`config.mk`:
```
export PLATFORM = sky130hd
export DESIGN_NAME = add_num_job_ctrl
export DESIGN_NICKNAME = d
export VERILOG_FILES = /design/src/rtl/add_num_pkg.sv /design/src/rtl/add_num_lane_adder.sv /design/src/rtl/add_num_job_ctrl.sv
export SDC_FILE = /design/constraint.sdc
export NUM_CORES = 2
export LEC_CHECK = 0
export ABC_AREA = 1
export BUFFER_PORTS_ARGS = -buffer_cell sky130_fd_sc_hd__buf_2
export CAP_MARGIN = 10
export CORE_AREA = 8 8 475 477
export DETAILED_ROUTE_END_ITERATION = 6
export DIE_AREA = 0 0 483 485
export GPL_TIMING_DRIVEN = 0
export PLACE_DENSITY = 0.53
export SYNTH_ARGS = -nofsm -noshare
export SYNTH_HDL_FRONTEND = slang
export SYNTH_SLANG_ARGS = --single-unit
```
`constraint.sdc`:
```
create_clock -name clk -period 2.6 [get_ports clk]
set_input_delay 0.26 -clock clk [delete_from_list [all_inputs] [get_ports clk]]
set_output_delay 0.26 -clock clk [all_outputs]
set_load 0.02 [all_outputs]
```
`src/rtl/add_num_pkg.sv`:
```
// Shared types and constants for the add-numbers AFU job sequencer.
package add_num_pkg;

  localparam int unsigned PAIRS      = 8;
  localparam int unsigned OPND_W     = 32;
  localparam int unsigned SUM_SLOT_W = 64;
  localparam int unsigned LINE_W     = PAIRS * SUM_SLOT_W;

  typedef logic [LINE_W-1:0] t_sum_line;

  typedef enum logic [2:0] {
    StIdle,
    StRdReq,
    StRdWait,
    StAdd,
    StWrReq,
    StWrWait,
    StDone
  } t_job_state;

endpackage

```
`src/rtl/add_num_lane_adder.sv`:
```
// Combinational 8-lane adder: each 64-bit slot holds an operand pair {b, a} and
// is replaced by the zero-extended 33-bit sum a + b.
module add_num_lane_adder
  import add_num_pkg::*;
(
  input  logic [LINE_W-1:0] line_in,
  output t_sum_line         sum_line
);

  for (genvar i = 0; i < PAIRS; i++) begin : g_lane
    logic [OPND_W:0] sum;
    assign sum = {1'b0, line_in[i*SUM_SLOT_W +: OPND_W]}
               + {1'b0, line_in[i*SUM_SLOT_W + OPND_W +: OPND_W]};
    assign sum_line[i*SUM_SLOT_W +: SUM_SLOT_W] = {{(SUM_SLOT_W - OPND_W - 1){1'b0}}, sum};
  end

endmodule

```
`src/rtl/add_num_job_ctrl.sv`:
```
// Job sequencer for the add-numbers AFU: reads source lines on c0, adds packed
// operand pairs, writes result lines on c1, one transaction in flight at a time.
module add_num_job_ctrl
  import add_num_pkg::*;
#(
  parameter int unsigned ADDR_W = 42,
  parameter int unsigned LEN_W  = 16
) (
  input  logic              clk,
  input  logic              reset,
  input  logic [ADDR_W-1:0] cfg_src_addr,
  input  logic [ADDR_W-1:0] cfg_dst_addr,
  input  logic [LEN_W-1:0]  cfg_num_lines,
  input  logic              start,
  input  logic              abort,
  input  logic              c0_almost_full,
  input  logic              c1_almost_full,
  output logic              rd_req_valid,
  output logic [ADDR_W-1:0] rd_req_addr,
  input  logic              rd_rsp_valid,
  input  logic [511:0]      rd_rsp_data,
  output logic              wr_req_valid,
  output logic [ADDR_W-1:0] wr_req_addr,
  output logic [511:0]      wr_req_data,
  input  logic              wr_rsp_valid,
  output logic              busy,
  output logic              done,
  output logic              aborted,
  output logic [LEN_W-1:0]  lines_done,
  output logic [7:0]        start_ignored
);

  t_job_state        state_q, state_d;
  logic [ADDR_W-1:0] src_q, dst_q;
  logic [LEN_W-1:0]  num_q;
  // Completed-line count doubles as the line index for address generation.
  logic [LEN_W-1:0]  lines_done_q;
  logic [LINE_W-1:0] line_q;
  t_sum_line         sum_line, wr_data_q;
  logic              done_q, aborted_q, abort_pend_q;
  logic [7:0]        start_ign_q;
  logic              line_last;

  add_num_lane_adder u_lane_adder (
    .line_in  (line_q),
    .sum_line (sum_line)
  );

  assign line_last = (lines_done_q + LEN_W'(1)) == num_q;

  always_comb begin
    state_d = state_q;
    case (state_q)
      StIdle:   if (start) state_d = (cfg_num_lines == '0) ? StDone : StRdReq;
      StRdReq:  if (!c0_almost_full) state_d = StRdWait;
      StRdWait: if (rd_rsp_valid) state_d = StAdd;
      StAdd:    state_d = StWrReq;
      StWrReq:  if (!c1_almost_full) state_d = StWrWait;
      StWrWait: if (wr_rsp_valid) state_d = (abort_pend_q || line_last) ? StDone : StRdReq;
      StDone:   state_d = StIdle;
      default:  state_d = StIdle;
    endcase
  end

  always_ff @(posedge clk) begin
    if (reset) begin
      state_q <= StIdle;
    end else begin
      state_q <= state_d;
    end
  end

  always_ff @(posedge clk) begin
    if (reset) begin
      src_q        <= '0;
      dst_q        <= '0;
      num_q        <= '0;
      lines_done_q <= '0;
      line_q       <= '0;
      wr_data_q    <= '0;
      done_q       <= 1'b0;
      aborted_q    <= 1'b0;
      abort_pend_q <= 1'b0;
      start_ign_q  <= '0;
    end else begin
      if (state_q == StIdle && start) begin
        src_q        <= cfg_src_addr;
        dst_q        <= cfg_dst_addr;
        num_q        <= cfg_num_lines;
        lines_done_q <= '0;
        done_q       <= 1'b0;
        aborted_q    <= 1'b0;
        abort_pend_q <= 1'b0;
      end
      if (busy && abort) abort_pend_q <= 1'b1;
      if (busy && start && start_ign_q != 8'hFF) start_ign_q <= start_ign_q + 8'd1;
      if (state_q == StRdWait && rd_rsp_valid) line_q <= rd_rsp_data;
      if (state_q == StAdd) wr_data_q <= sum_line;
      if (state_q == StWrWait && wr_rsp_valid) begin
        lines_done_q <= lines_done_q + LEN_W'(1);
        if (abort_pend_q) aborted_q <= 1'b1;
      end
      if (state_q == StDone) begin
        done_q       <= 1'b1;
        abort_pend_q <= 1'b0;
      end
    end
  end

  assign busy          = (state_q != StIdle) && (state_q != StDone);
  assign rd_req_valid  = (state_q == StRdReq) && !c0_almost_full;
  assign rd_req_addr   = src_q + ADDR_W'(lines_done_q);
  assign wr_req_valid  = (state_q == StWrReq) && !c1_almost_full;
  assign wr_req_addr   = dst_q + ADDR_W'(lines_done_q);
  assign wr_req_data   = wr_data_q;
  assign done          = done_q;
  assign aborted       = aborted_q;
  assign lines_done    = lines_done_q;
  assign start_ignored = start_ign_q;

endmodule

```
# After elaboration in Yosys (flattened, before gate mapping)
# Index checks and enable logic that the tools add are counted.
# totals
register_bits	906
latch_bits	0
ramBits	0
rom_bits	0
inputBits	620
out_inout_bits	625
wordCells	73
memories	0
# classes
n_addsub	12
mul	0
n_div	0
magnitude_cmp	0
eq_ne	14
shifts	0
n_mux	16
bitwise_logic	0
reduce_logical	20
# ops
operator	count
$add A32 B32 Y33	8
$add A42 B16 Y42	2
$mux W16	2
$mux W3	7
$pmux W3 S6	1
$add A16 B1 Y16 const B	1
$eq A16 B16 Y1	1
$logic_not A16 Y1	1
$ne A2 B2 Y1 const B	5
$eq A3 B3 Y1 const B	3
$logic_and A1 B1 Y1	9
$add A8 B1 Y8 const B	1
$ne A8 B8 Y1 const B	1
$eq A3 B2 Y1 const B	2
$mux W1	6
$reduce_bool A2 Y1	3
$reduce_and A5 Y1	1
$eq A3 B1 Y1 const B	1
$logic_not A3 Y1	1
$ne A3 B3 Y1 const B	1
$reduce_bool A3 Y1	1
$logic_not A1 Y1	2
$reduce_or A2 Y1	1
$logic_or A1 B1 Y1	1

# Depth between registers and ports, before layout
# logic_depth
depth_word	6
ltp_mapped	17
ltp_nobuf	17

# By module
# A second synthesis with hierarchy kept.
# hier_totals
cells_unflattened	10045
hier_area_um2	64281.7
# by_module_without_submodules
mod	n_inst	cells_per_inst	area_each_um2	seq_area_each_um2
add_num_job_ctrl	1	5778	43414.1	23102.2
add_num_lane_adder	1	4267	20867.5	0.0

# Least setup slack after synthesis
# No wires, ideal clock.
# synth_path
path_kind	reg-to-output
startpoint	register lines_done_q[1], in the netlist lines_done[1]
endpoint	output wr_req_addr[20]
arrival_ns	2.555
t_required_ns	2.340
setup_slack_ns	-0.215
path_stages_with_launch	11
n_path_buf	0
path_cell_list	dfxtp_1 > inv_1 > fa_1 > o21ai_2 > a21oi_2 > o21ai_4 > a21oi_2 > o21ai_2 > nand2_2 > nor2_4 > xor2_1
# synth_via
elab_chain_len	1
# synth_lines
element	line_no	rtl
start, declared	add_num_job_ctrl.sv:37	logic [LEN_W-1:0] lines_done_q;
start signal, assigned	add_num_job_ctrl.sv:100	lines_done_q <= lines_done_q + LEN_W'(1);
$add A42 B16 Y42	add_num_job_ctrl.sv:114	assign wr_req_addr = dst_q + ADDR_W'(lines_done_q);
end, declared	add_num_job_ctrl.sv:23	output logic [ADDR_W-1:0] wr_req_addr,
# Every way passes these cells.

# Final worst setup path
# layout_path
startpoint	register lines_done_q[0], in the netlist lines_done[0]
endpoint	output wr_req_addr[36]
# Same word-level chain as after synthesis.

==> results.yml <==
route:
  postRouteAntennaNets: 0
  remaining_drc_errors: 0
  wl_per_cell_um: 21.9
  routed_wire_length_um: 275000
  drt_pre_antenna_iters: 5
  first_iter_violations: 3888
  viasPerCell: 4.61
  vias: 57900
worst_setup_path:
  timing.critical_path.mode_cell: "sky130_fd_sc_hd__o21ai_4"
  timing.setup.critical_path_class: "reg2out"
  critical_path.startpoint: "lines_done[0]"
  cp_max_fo: 5
  slowest_stage: "sky130_fd_sc_hd__dfxtp_4"
  worst_ep_required_time_ns: 2.34
  worstPathCellList: "ha_4, inv_4, fa_2, o21ai_4, a21oi_4, o21ai_4, a21oi_4, o21ai_4, nand2_4, nor2_4, nand2_1, nand2_1, nand2_2, buf_6"
  critPathCaptureType: "output port"
  r2r_setup_slack_ns: 0.09
  critical_path_arrival_ns: 3.15
  r2r-end: "wr_req_data[93]"
  r2r_start: "line_q[66]"
  critPathLaunchType: "flip-flop"
  cpPeakStageDelay_ns: 0.39
  critical_path_sink: "wr_req_addr[36]"
  reg2regPathDepth: 12
global_route:
  use_met3: 0.0452
  first_global_vias: 56900
  met1_usage: 0.272
  grt_max_degree: 16
  total_global_routing_overflow: 0
  antenna_found_initial: 62
  top_usage_layer: "met2"
  global_route_wire_length_before_repair_um: 391000
  global_routing_usage_on_met2: 0.365
  groute.usage.overall: 0.221
timing:
  finClkSkew_ns: 0.0503
  min_period_ns: 3.41
  maxClockFrequency_mhz: 294
  worstMarginPinSlew_ns: 1.09
  rsz0062_at_grt: "yes"
  timing.final.hold_violations: 0
  setup_viol_count_final: 76
  setup_total_neg_slack_ns: -42.12
  hold_ws_ns: 0.124
  period_utilisation_layout: 1.31
  max_slew_margin: 0.275
  timing.final.max_slew_violations: 0
  postLayoutSetupSlackWorst_ns: -0.807
cells_and_area:
  p_r_area_growth_vs_syn_pct: 46.3
  register_area_sq_um: 18200
  design.final.nets: 10500
  drive_gt1_frac: 0.210
  fillerInstances: 23100
  multiInputGateArea_sq_um: 30900
logic_synthesis:
  seq_total_area_yosys: 0.353
  ys_top_cells_by_area: "sky130_fd_sc_hd__dfxtp_1, sky130_fd_sc_hd__nor2_1, sky130_fd_sc_hd__o21ai_0"
  synth_largest_area_cell: "sky130_fd_sc_hd__dfxtp_1"
  syn_area_per_cell_sq_um: 6.88
  synth-seq-cells: 906
  synthesis.instances: 7469
  synth.cell_area_sq_um: 51400
  synth-async-reset-ratio: 0
  synthDominantCellAreaShare: 0.353
  synth_enable_flop_cells: 0
  synth_top_flop_cell: "sky130_fd_sc_hd__dfxtp_1"
  yosysWarningCount: 0
  synth_cell_types: 49
die:
  start_util: 0.236
  die_area_sq_um: 234000
  std_cell_rows: 172
  placeableCoreArea_sq_um: 218000
  die_width_um: 483
  pin_count: 1245
  die_h_um: 485
clocking:
  clock_path_buffers: 3
  clock_latency_ns: 0.76
  cts.reportedPaths.clkPinSlew_ns: 0.06
  cts_sinks: 906
  cts_buffers: 111
  clock_tree_from_tritoncts: "built"
  clock-root-buffer: "sky130_fd_sc_hd__clkbuf_16"
  ctsHtreeMaxLevel: 3
pwr:
  post-layout-total-power_mw: 50.6
  static-leakage-power_nw: 37.9
  ir_worst_vdd_mv: 0.471
  powerDensity_nw_per_um2: 672
placed_design:
  gp_routability_congestion: 0.958
  detailedPlacementHpwl_um: 223000
  port-buffer-count: 994
job:
  max_cap_violation_count: 0
outcome:
  status: "finished, violations left"
  violations: "setup timing"
min_path:
  min-delay-path-class: "in2reg"
-- per-stage QoR --
| step | utilization | cells | setup slack [ns] | area [sq um] |
|---|---|---|---|---|
| 2_1_floorplan | - | 7716 | 0.0141 | 52400 |
| 3_3_place_gp | 0.279 | 11600 | -2.02 | 60900 |
| 3_5_place_dp | 0.280 | 11600 | -1.19 | 61100 |
| 4_1_cts | 0.338 | 12500 | -0.929 | 73800 |
| 5_1_grt | 0.345 | 12500 | -0.951 | 75200 |
| 6_report | 0.345 | 12600 | -0.807 | 75200 |
-- sequential cells by signal, summed over array words and instances (netlist names) --
name / cells
lines_done: 16
aborted: 1
state_q: 3
num_q: 16
wr_req_data: 264
src_q: 42
start_ignored: 8
dst_q: 42
line_q: 512
done: 1
abort_pend_q: 1
-- synthesized netlist by cell type (13+ instances only) --
cell and number:
sky130_fd_sc_hd__buf_4 248, sky130_fd_sc_hd__xnor2_1 70, sky130_fd_sc_hd__nand4_1 51, sky130_fd_sc_hd__o211ai_1 22
sky130_fd_sc_hd__nand3_1 281, sky130_fd_sc_hd__buf_2 41, sky130_fd_sc_hd__o21ai_0 971, sky130_fd_sc_hd__nor3_1 68
sky130_fd_sc_hd__a21oi_1 514, sky130_fd_sc_hd__inv_1 716, sky130_fd_sc_hd__clkbuf_1 240, sky130_fd_sc_hd__nor4_1 16
sky130_fd_sc_hd__nand3b_1 19, sky130_fd_sc_hd__nor2_1 1786, sky130_fd_sc_hd__xor2_1 196, sky130_fd_sc_hd__dfxtp_1 906
sky130_fd_sc_hd__buf_1 22, sky130_fd_sc_hd__a31oi_1 13, sky130_fd_sc_hd__a21boi_0 23, sky130_fd_sc_hd__o21bai_1 15
sky130_fd_sc_hd__o21a_1 21, sky130_fd_sc_hd__nand2_1 749, sky130_fd_sc_hd__a21o_1 89, sky130_fd_sc_hd__ha_1 290
-- cell type report --
class,instances,share of cell area
well taps,2871,0.0477
inverters,719,0.0361
diodes,45,0.00150
flip-flops and latches,906,0.242
plain buffers,551,0.0424
multi-input cells,5540,0.410
clock inverters,58,0.0111
repair buffers,1716,0.167
clock buffers,146,0.0422
-- cell families (layout without fill, tap and decap cells) --
logic type,after synthesis,after routing,share of synthesized area
xor+xnor,268,268,0.0462
compound gates,1722,1722,0.180
simple gates,3002,3002,0.234
buf+inv,1270,3190,0.112
other cells,1,293,0.0000729
flops,906,906,0.353
fa+ha+maj,300,300,0.0745
-- worst min path at each step --
stage | slack [ns] | from | cells past startpoint | endpoint
floorplan | 0.39 | rd_rsp_data[0] | 2 | line_q[0]
global placement | 0.45 | dst_q[7] | 2 | dst_q[7]
detailed placement | 0.46 | src_q[7] | 2 | src_q[7]
CTS | 0.005 | cfg_num_lines[8] | 3 | num_q[8]
global route | 0.06 | cfg_num_lines[8] | 3 | num_q[8]
finish | 0.12 | cfg_num_lines[8] | 3 | num_q[8]
-- placed cells by master (no fill, tap or decap), drive strengths merged, types with 290 or more instances in the layout --
cell type	instances
clkbuf	387
nor2	1794
dlygate4sd3	616
inv	722
a21oi	521
ha	290
dfxtp	906
buf	1410
nand2	755
o21ai	984
-- timing repair --
| action | 4_1_cts | 5_1_grt |
|---|---|---|
| resized for setup | 498 | 323 |
| buffers inserted | 69 | 37 |
| hold buffers | 616 | 0 |
| endpoints found under the setup margin | 909 | 512 |
| pin swaps | 73 | 101 |
| hold endpoints to repair | 621 | 0 |
-- where the power goes --
part	switching [mW]	internal, mW	leakage [nW]
Sequential	1.57	16.0	7.36
Combinational	10.3	5.54	28.6
Clock	6.86	10.3	1.94
-- per-layer routing --
layer  routed length, um  share of wire  vias up
met2              126000           0.46     2211
met1              115000           0.42    27200
met4               16400          0.060        6
met5                  39        0.00014        -
met3               18200          0.066      512
li1                    -              -    28000
-- worst max-delay path, delay by kind of cell, from the launching register on --
family,cells,cell delay (ns)
and+or+nand+nor,5,0.50
buffers and inverters,2,0.18
DFF,1,0.39
AOI/OAI and AO/OA,5,0.77
adders and majority gates,2,0.55
Power figures use the tool's default switching activity.
